**src/rtl/matmul_pkg.sv**
```systemverilog
// Shared types and arithmetic helpers for the K-streaming matmul accumulator.
package matmul_pkg;

  localparam int ACC_W = 32;

  typedef enum logic [1:0] {
    PREC_8x8 = 2'b00,
    PREC_8x4 = 2'b01,
    PREC_4x4 = 2'b10
  } prec_mode_e;

  typedef enum logic [1:0] {IDLE, ACCUM, DRAIN, OUT} kacc_state_e;

  typedef struct packed {
    logic [ACC_W-1:0] val;
    logic             ovf;
  } acc_res_t;

  // 4-bit two's complement nibble to 8-bit signed
  function automatic logic signed [7:0] sext4(input logic [3:0] n);
    return {{4{n[3]}}, n};
  endfunction

  // The reserved encoding 2'b11 behaves as int8 x int8
  function automatic prec_mode_e decode_mode(input logic [1:0] m);
    return (m == 2'b11) ? PREC_8x8 : prec_mode_e'(m);
  endfunction

  // Exact add at 65 bits, then clamp (sat) or wrap to int32; ovf flags out-of-range
  function automatic acc_res_t sat_add32(input logic signed [ACC_W-1:0] acc,
                                         input logic signed [63:0]      psum,
                                         input logic                    sat);
    logic signed [64:0] s;
    logic signed [64:0] vmax;
    logic signed [64:0] vmin;
    acc_res_t           r;
    vmax  = 65'sd2147483647;
    vmin  = -vmax - 65'sd1;
    s     = 65'(acc) + 65'(psum);
    r.ovf = (s > vmax) || (s < vmin);
    if (r.ovf && sat) r.val = s[64] ? 32'h8000_0000 : 32'h7FFF_FFFF;
    else              r.val = s[ACC_W-1:0];
    return r;
  endfunction

endpackage

```
**src/rtl/mixed_precision_dot.sv**
```systemverilog
// Combinational KT-lane dot product for one output element, precision selected by mode.
module mixed_precision_dot
  import matmul_pkg::*;
#(
  parameter int KT   = 2,
  parameter int PS_W = 34
) (
  input  logic [KT-1:0][7:0]     i_a,
  input  logic [KT-1:0][7:0]     i_b,
  input  prec_mode_e             i_mode,
  output logic signed [PS_W-1:0] o_psum
);

  logic signed [PS_W-1:0] w_sum;

  // Sum the KT lane products; packed int4 contributes two products per lane
  always_comb begin
    w_sum = '0;
    for (int k = 0; k < KT; k++) begin
      case (i_mode)
        PREC_8x4: w_sum = w_sum + PS_W'($signed(i_a[k])) * PS_W'(sext4(i_b[k][3:0]));
        PREC_4x4: w_sum = w_sum
                        + PS_W'(sext4(i_a[k][7:4])) * PS_W'(sext4(i_b[k][7:4]))
                        + PS_W'(sext4(i_a[k][3:0])) * PS_W'(sext4(i_b[k][3:0]));
        default:  w_sum = w_sum + PS_W'($signed(i_a[k])) * PS_W'($signed(i_b[k]));
      endcase
    end
  end

  assign o_psum = w_sum;

endmodule

```
**src/rtl/matmul_kstream_accumulator.sv**
```systemverilog
// D = C + sum over streamed K-tiles of A_b x B_b, with optional product register stage.
module matmul_kstream_accumulator
  import matmul_pkg::*;
#(
  parameter int M     = 2,
  parameter int N     = 2,
  parameter int KT    = 2,
  parameter int P     = 8,
  parameter int PIPE  = 1,
  parameter int SAT   = 0,
  parameter int CNT_W = 16
) (
  input  logic                              clk_i,
  input  logic                              rst_i,
  input  logic [M-1:0][KT-1:0][P-1:0]       A_i,
  input  logic [KT-1:0][N-1:0][P-1:0]       B_i,
  input  logic [M-1:0][N-1:0][ACC_W-1:0]    C_i,
  input  logic [1:0]                        mode_i,
  input  logic                              first_i,
  input  logic                              last_i,
  input  logic                              valid_in,
  output logic                              ready_in,
  output logic [M-1:0][N-1:0][ACC_W-1:0]    D_o,
  output logic                              valid_out,
  input  logic                              ready_out,
  output logic                              ovf_o,
  output logic                              protocol_err_o,
  output logic [CNT_W-1:0]                  beat_cnt_o
);

  localparam int PS_W = ACC_W + $clog2(2*KT);
  localparam bit PIPED = (PIPE != 0);

  kacc_state_e                        r_state, w_next;
  prec_mode_e                         r_mode, w_mode;
  logic                               w_accept, w_start, w_add, w_busy, w_new_ovf;
  logic [PIPE:0]                      w_vld_pipe;
  logic [N-1:0][KT-1:0][P-1:0]        w_bcol;
  logic [M-1:0][N-1:0][PS_W-1:0]      w_psum, w_psum_s;
  logic [M-1:0][N-1:0][ACC_W-1:0]     r_acc;
  acc_res_t                           w_res [M][N];
  logic                               r_ovf, r_perr;
  logic [CNT_W-1:0]                   r_cnt;

  assign w_accept      = valid_in & ready_in;
  // Any beat taken in IDLE opens a group; first_i in ACCUM restarts it
  assign w_start       = w_accept & ((r_state == IDLE) | first_i);
  assign w_mode        = w_start ? decode_mode(mode_i) : r_mode;
  assign w_vld_pipe[0] = w_accept;

  // Per-element dot products; B is regrouped by column
  for (genvar j = 0; j < N; j++) begin : g_col
    for (genvar k = 0; k < KT; k++) begin : g_k
      assign w_bcol[j][k] = B_i[k][j];
    end
  end
  for (genvar i = 0; i < M; i++) begin : g_row
    for (genvar j = 0; j < N; j++) begin : g_el
      mixed_precision_dot #(.KT(KT), .PS_W(PS_W)) u_dot (
        .i_a   (A_i[i]),
        .i_b   (w_bcol[j]),
        .i_mode(w_mode),
        .o_psum(w_psum[i][j])
      );
    end
  end

  if (PIPED) begin : g_pipe
    logic                          r_vld;
    logic [M-1:0][N-1:0][PS_W-1:0] r_psum;
    // Product register stage; reset discards anything in flight
    always_ff @(posedge clk_i or posedge rst_i) begin
      if (rst_i) begin
        r_vld  <= 1'b0;
        r_psum <= '0;
      end else begin
        r_vld  <= w_accept;
        r_psum <= w_psum;
      end
    end
    assign w_vld_pipe[PIPE] = r_vld;
    assign w_psum_s         = r_psum;
    assign w_busy           = r_vld;
  end else begin : g_nopipe
    assign w_psum_s = w_psum;
    assign w_busy   = 1'b0;
  end

  // A restart drops the old group's product still in the stage
  assign w_add = w_vld_pipe[PIPE] & (~PIPED | ~w_start);

  // Accumulate candidate per element, base is C on an unregistered group start
  always_comb begin
    w_new_ovf = 1'b0;
    for (int i = 0; i < M; i++) begin
      for (int j = 0; j < N; j++) begin
        w_res[i][j] = sat_add32(w_start ? C_i[i][j] : r_acc[i][j],
                                64'($signed(w_psum_s[i][j])), SAT != 0);
        w_new_ovf   = w_new_ovf | w_res[i][j].ovf;
      end
    end
  end

  // Accumulators, sticky overflow, latched mode, beat counter, error pulse
  always_ff @(posedge clk_i or posedge rst_i) begin
    if (rst_i) begin
      r_acc  <= '0;
      r_ovf  <= 1'b0;
      r_mode <= PREC_8x8;
      r_cnt  <= '0;
      r_perr <= 1'b0;
    end else begin
      if (w_add) begin
        for (int i = 0; i < M; i++)
          for (int j = 0; j < N; j++)
            r_acc[i][j] <= w_res[i][j].val;
      end else if (w_start) begin
        r_acc <= C_i;
      end
      if (w_start)    r_ovf <= w_add & w_new_ovf;
      else if (w_add) r_ovf <= r_ovf | w_new_ovf;
      if (w_start) r_mode <= decode_mode(mode_i);
      if (w_start)                  r_cnt <= CNT_W'(1);
      else if (w_accept && ~&r_cnt) r_cnt <= r_cnt + CNT_W'(1);
      r_perr <= w_accept & (r_state == ACCUM) & first_i;
    end
  end

  // State register
  always_ff @(posedge clk_i or posedge rst_i) begin
    if (rst_i) r_state <= IDLE;
    else       r_state <= w_next;
  end

  // Next-state logic
  always_comb begin
    w_next = r_state;
    case (r_state)
      IDLE:    if (w_accept) w_next = last_i ? DRAIN : ACCUM;
      ACCUM:   if (w_accept && last_i) w_next = DRAIN;
      DRAIN:   if (!w_busy) w_next = OUT;
      OUT:     if (ready_out) w_next = IDLE;
      default: w_next = IDLE;
    endcase
  end

  // State-decoded outputs
  always_comb begin
    ready_in  = (r_state == IDLE) | (r_state == ACCUM);
    valid_out = (r_state == OUT);
  end

  assign D_o            = r_acc;
  assign ovf_o          = r_ovf;
  assign protocol_err_o = r_perr;
  assign beat_cnt_o     = r_cnt;

endmodule

```
**config.mk**
```make
export PLATFORM = sky130hd
export DESIGN_NAME = matmul_kstream_accumulator
export DESIGN_NICKNAME = d
export VERILOG_FILES = /design/src/rtl/matmul_pkg.sv /design/src/rtl/mixed_precision_dot.sv /design/src/rtl/matmul_kstream_accumulator.sv
export SDC_FILE = /design/constraint.sdc
export NUM_CORES = 2
export LEC_CHECK = 0
export CAP_MARGIN = 15
export CORE_ASPECT_RATIO = 1.25
export CORE_MARGIN = 2
export CORE_UTILIZATION = 55
export DETAILED_ROUTE_END_ITERATION = 10
export PLACE_DENSITY = 0.71
export SETUP_SLACK_MARGIN = 0.15
export SYNTH_ARGS = -nofsm -noshare
export SYNTH_HDL_FRONTEND = slang
export SYNTH_SLANG_ARGS = --single-unit
```
**constraint.sdc**
```tcl
create_clock -name clk_i -period 30.1 [get_ports clk_i]
set_clock_uncertainty 0.05 [all_clocks]
set_input_delay 9.03 -clock clk_i [delete_from_list [all_inputs] [get_ports clk_i]]
set_output_delay 9.03 -clock clk_i [all_outputs]
set_load 0.01 [all_outputs]
```
# Word level (Yosys, flattened, before mapping)
# Index checks and enable logic that the tools add are counted.
# op_classes
addsub	25
multipliers	32
n_lt_le_gt_ge	8
eq_ne	10
mux	26
bitwise	13
reduce_logical	12
# ops
cell	n
34-bit adder	20
34-bit case mux with 2 select lines	8
128-bit two-way mux	2
32-bit by 34-bit adder with 35-bit output	4
35-bit by 32-bit > comparator with 1-bit output (second input constant)	4
35-bit by 32-bit less-than comparator with 1-bit output (second input constant)	4
4-bit by 4-bit multiplier with 8-bit output	16
8-bit by 8-bit multiplier with 16-bit output	8
32-bit two-way mux	4
8-bit by 4-bit multiplier with 12-bit output	8
16-bit two-way mux	2
16-bit by 1-bit adder with 16-bit output (second input constant)	1
16-bit AND reduction	1
2-bit two-way mux	7
2-bit == test (second input constant)	4
2-bit case mux with 4 select lines	1
1-bit bitwise AND	6
1-bit bitwise OR	6
2-bit by 1-bit == test with 1-bit output (second input constant)	2
1-bit logical OR	4
2-bit by 1-bit != test with 1-bit output (second input constant)	2
2-bit != test (second input constant)	2
4-bit AND reduction	1
2-bit nonzero test	2
other kinds (5)	7
# word_totals
reg_bits	287
elab_cells	140

# Logic depth before layout (Yosys ltp)
# logic_depth
depth_word	14
depth_mapped	38
depth_no_buf	36

# Cells and area by module
# Synthesis repeated with hierarchy kept, for this count alone.
# hier_totals
cells_unflattened	8389
area_unflattened_um2	74397.6
# by_module_without_submodules
mod	instances	cells_per_inst	area_per_inst_um2	seq_area_each_um2
matmul_kstream_accumulator	1	2142	18714.2	7181.9
mixed_precision_dot at g_row[1].g_el[0].u_dot	1	1600	14161.1	0.0
mixed_precision_dot at g_row[0].g_el[1].u_dot	1	1574	13944.6	0.0
mixed_precision_dot at g_row[0].g_el[0].u_dot	1	1551	13824.5	0.0
mixed_precision_dot at g_row[1].g_el[1].u_dot	1	1522	13753.2	0.0

# Least setup slack after synthesis
# OpenSTA, ideal clock, no wires.
# synth_timing
path_type	input port to flip-flop
from	in A_i[19] in the netlist's numbering
to	reg g_pipe.r_psum[101] in the netlist's numbering
setup_ps	123
arrival_ps	16765
t_required_ps	29927
setup_slack_ps	13162
path_stages	35
n_path_buf	4
path_cell_list	clkbuf_1 clkbuf_1 nand2_1 fa_1 fa_1 inv_1 fa_1 inv_1 fa_1 inv_1 ha_1 inv_1 o21ai_0 a21oi_1 nor2b_1 o21a_1 o31a_1 o41ai_1 mux2i_1 clkbuf_1 a21oi_1 fa_1 ha_1 clkbuf_1 a21oi_1 o21ai_0 a32o_1 a211o_1 o211ai_1 o2111ai_1 a21oi_1 xnor2_1 o32ai_1 nand3_1 xnor2_1
# synth_via
elab_chain_len	6
elab_cells_between_ends	10
cone_classes	5 x add/sub; 3 x mul; 2 x mux
# synth_lines
element	line_no	rtl
from (decl)	matmul_kstream_accumulator.sv:15	input logic [M-1:0][KT-1:0][P-1:0] A_i,
4-bit by 4-bit multiplier with 8-bit output	mixed_precision_dot.sv:24	+ PS_W'(sext4(i_a[k][3:0])) * PS_W'(sext4(i_b[k][3:0]));
34-bit adder	mixed_precision_dot.sv:24	
34-bit case mux with 2 select lines (*)	mixed_precision_dot.sv:20	case (i_mode)
34-bit adder	mixed_precision_dot.sv:23	+ PS_W'(sext4(i_a[k][7:4])) * PS_W'(sext4(i_b[k][7:4]))
34-bit adder	mixed_precision_dot.sv:24	
34-bit case mux with 2 select lines (*)	mixed_precision_dot.sv:20	
net g_row[1].g_el[0].u_dot.o_psum[33]	mixed_precision_dot.sv:11	output logic signed [PS_W-1:0] o_psum
to (signal assigned)	matmul_kstream_accumulator.sv:78	r_psum <= w_psum;
to (decl)	matmul_kstream_accumulator.sv:70	logic [M-1:0][N-1:0][PS_W-1:0] r_psum;
# Mark *: on every way through the listed nets, which the timed path passes. The rest lies on a longest branch.
# A chain may end at the register's enable or synchronous reset.

# Worst setup path after layout
# layout_timing
from	in A_i[4] in the netlist's numbering
to	reg g_pipe.r_psum[63] in the netlist's numbering
# layout_via
elab_chain_len	6
elab_cells_between_ends	10
cone_classes	5 x add/sub; 3 x mul; 2 x mux
# layout_lines
element	line_no
4-bit by 4-bit multiplier with 8-bit output	mixed_precision_dot.sv:23
34-bit adder	mixed_precision_dot.sv:24
34-bit case mux with 2 select lines (*)	mixed_precision_dot.sv:20
34-bit adder	mixed_precision_dot.sv:23
34-bit adder	mixed_precision_dot.sv:24
34-bit case mux with 2 select lines (*)	mixed_precision_dot.sv:20
net g_row[0].g_el[1].u_dot.o_psum[29]	mixed_precision_dot.sv:11
# Marked as above.

==> flow_summary.ini <==
[yosys]
synth_top_family_by_area = adder cells
synth_compound_area_share_pct = 16.6
synth_top_area_share_pct = 24.0
synthArstFlopShare_pct = 100
ys.flop_type = dfrtp_1
syn_area_um2 = 71000
synthXorXnorAreaFrac_pct = 8.30
ys_top_cells_by_area = fa_1 (24%), ha_1 (17%), dfrtp_1 (10%), inv_1 (6.3%), xnor2_1 (5.4%)
synth_fa_ha_area_share_pct = 40.9
syn_inst = 8446
ys_seq_area_share_pct = 10.1
ys_types = 80
synth_area_leader_cell = fa_1
ys_warn_count = 0
yosys.area_share.simple_pct = 14.6
syn_avg_cell_area_um2 = 8.40
muxShareOfSynthArea_pct = 1.84
synth_edf_count = 0
synth-seq-cells = 287
syn_nets = 10500

[clock_tree]
cts_root_buf = clkbuf_16
cts.sinks = 287
cts-resized-gates = 0
worstSkewPairLatency_ps = 590
post_cts.repair.setup_buffers = 0
ctsHoldBuffers = 0
path_clk_slew_ps = 80
cts_buffer_depth = 3
htree_levels = 1
cts_tree = done
cts_buffers = 25

[final_layout]
fin_util_pct = 60.1
drive_gt1_share_pct = 2.03
ff_latch_area_um2 = 7190
fin_nets = 10600
multi_input_area_um2 = 58400
synthToLayoutAreaGrowth_pct = 8.59
nFillCells = 11500

[timing]
hold_ws_ps = 508
finalCritPeriodShare_pct = 61.1
fin_crit_ps = 18390
setup_tns_ps = 0
clock.fmax_ghz = 0.0544
rsz0062_at_grt = no
finalSetupViolCount = 0
maxSlewViolCount = 0
slew_headroom_pct = 20.5
tightestPinTransition_ps = 1190
hold_viol_final = 0

[critical_path]
critPathRequiredTime_ps = 30460
crit_path_start = A_i[4]
end_kind = register
r2r_slack_ps = 21850
r2r_end = g_pipe.r_psum[67]
cp.arrival_ps = 18750
critical_path.max_fanout = 18
r2r_start = r_state[1]
setup.worst_path.class = input pin to register
cpMostUsedCell = fa_1
cp-start-kind = input pin
r2r_cells = 25
critPathMaxStageDelay_ps = 870
crit_end = g_pipe.r_psum[63]
crit_path_top_delay_cell = clkdlybuf4s50_1

[grt]
grt_start_max_net_pins = 100
grt_antenna_before_repair = 14
grt_pass1_wl_mm = 327
track_usage_pct = 31.1
gr-total-overflow = 0
grt_pass1_vias = 60100

[floorplanning]
ios = 348
die_w_um = 325
row_count = 147
fp.dieH_um = 406
coreArea_um2 = 128000
die_area_um2 = 132000
start_util_pct = 55.4

[detailed_routing]
wirelength_mm = 207
antenna_left = 0
vias = 59800
firstDrtPassIters = 6
vias_per_cell = 5.77
drc_errors = 0
drt_iter0_drc = 4382
wl_per_cell_um = 19.9

[outcome]
status = finished clean

[placement]
dp_hpwl_mm = 172
gp_congestion = 0.976
portBuffers = 347

[min_path]
min_path_type = register to register
worstHoldStart = r_state[0]

[flow_run]
maxCapViolCount = 0
## through the flow
| stage | setup slack (ps) | std cells | area (µm²) |
|---|---|---|---|
| after global routing | 11020 | 10400 | 77100 |
| after floorplan | 13100 | 8446 | 71000 |
| after global placement | 11440 | 10300 | 76200 |
| after CTS | 11910 | 10400 | 77100 |
| after detailed placement | 11320 | 10300 | 76200 |
| final | 11710 | 10400 | 77100 |
## placed cells by master, fill, tap and decap left out, types with 16 or more instances in the layout
| master | count |
|---|---|
| nand2_1 | 881 |
| a211oi_1 | 53 |
| ha_1 | 953 |
| inv_1 | 1197 |
| a31o_2 | 16 |
| o31ai_1 | 30 |
| nor2b_1 | 74 |
| mux2i_1 | 111 |
| and3_1 | 34 |
| a21oi_1 | 637 |
| dfrtp_1 | 286 |
| o211ai_1 | 33 |
| xnor2_1 | 436 |
| a221oi_1 | 26 |
| o21ai_1 | 26 |
| buf_4 | 71 |
| a31oi_1 | 48 |
| or3_1 | 44 |
| a21o_1 | 280 |
| nand4_1 | 41 |
| nand3_1 | 81 |
| xor2_1 | 234 |
| and2_1 | 284 |
| a22oi_1 | 28 |
| o21bai_1 | 88 |
| nand2b_1 | 183 |
| fa_1 | 852 |
| o21a_1 | 66 |
| mux2_2 | 17 |
| clkbuf_16 | 25 |
| nor2_1 | 409 |
| clkdlybuf4s50_1 | 347 |
| o21ai_0 | 420 |
| nor3_1 | 102 |
## critical path: cells and delay by family
family	cells	cell delay [ps]
AOI/OAI and AO/OA	14	3590
adders and majority gates	9	4070
buffers and inverters	5	1130
and+or+nand+nor	4	900
## Yosys cell counts, types with 44 or more instances
master / n
nand2_1: 881
nand3_1: 81
inv_1: 1199
a31oi_1: 49
o21bai_1: 88
and2_1: 284
a211oi_1: 53
o21a_1: 67
nor2b_1: 74
nor3_1: 102
dfrtp_1: 287
nand2b_1: 183
nor2_1: 409
a21oi_1: 637
ha_1: 955
o21ai_0: 422
xor2_1: 234
a21o_1: 280
or3_1: 44
clkbuf_1: 223
mux2i_1: 111
xnor2_1: 436
fa_1: 852
## state kept, by name (all words and copies together), names as in the netlist
| signal | count |
|---|---|
| g_pipe.r_psum | 136 |
| r_state | 2 |
| ovf_o | 1 |
| g_pipe.r_vld | 1 |
| beat_cnt_o | 16 |
| D_o | 128 |
| protocol_err_o | 1 |
| r_mode | 2 |
## metal layers
layer  up-vias  wire [µm]  global-route usage (%)  share of wire [%]
met5         -         88                       0              0.043
met2      1858      94900                    51.4                 46
met3       321      13400                    3.33                6.5
met1     29200      90700                    42.5                 44
met4        14       7720                    10.6                3.7
li1      28400          -                       -                  -
## cell families after synthesis
group,count (synthesis)
AOI/OAI and AO/OA,1898
xor gates and xnor gates,671
adders and majority gates,1807
buffers and inverters,1457
DFF,287
muxes,128
and+or+nand+nor,2198
## how the worst min path moves through the flow
stage	end	slack, ps	cells past startpoint
after floorplan	r_state[1]	450	2
after global placement	r_state[1]	480	2
after detailed placement	r_state[0]	490	2
after CTS	r_state[0]	500	2
after global routing	r_state[1]	530	2
final	r_state[0]	510	2
## area by class of cell
class                   count  area share [%]
well taps                1713            2.78
multi-input cells        6702            75.7
flip-flops and latches    287            9.32
clock inverters            20           0.255
clock buffers              26           0.817
repair buffers            418            5.20
inverters                1204            5.87
diodes                      4          0.0130
Power is left out: the tool's default activity adds up to more than one toggle a clock period on the data nets, which glitch-free logic cannot reach.
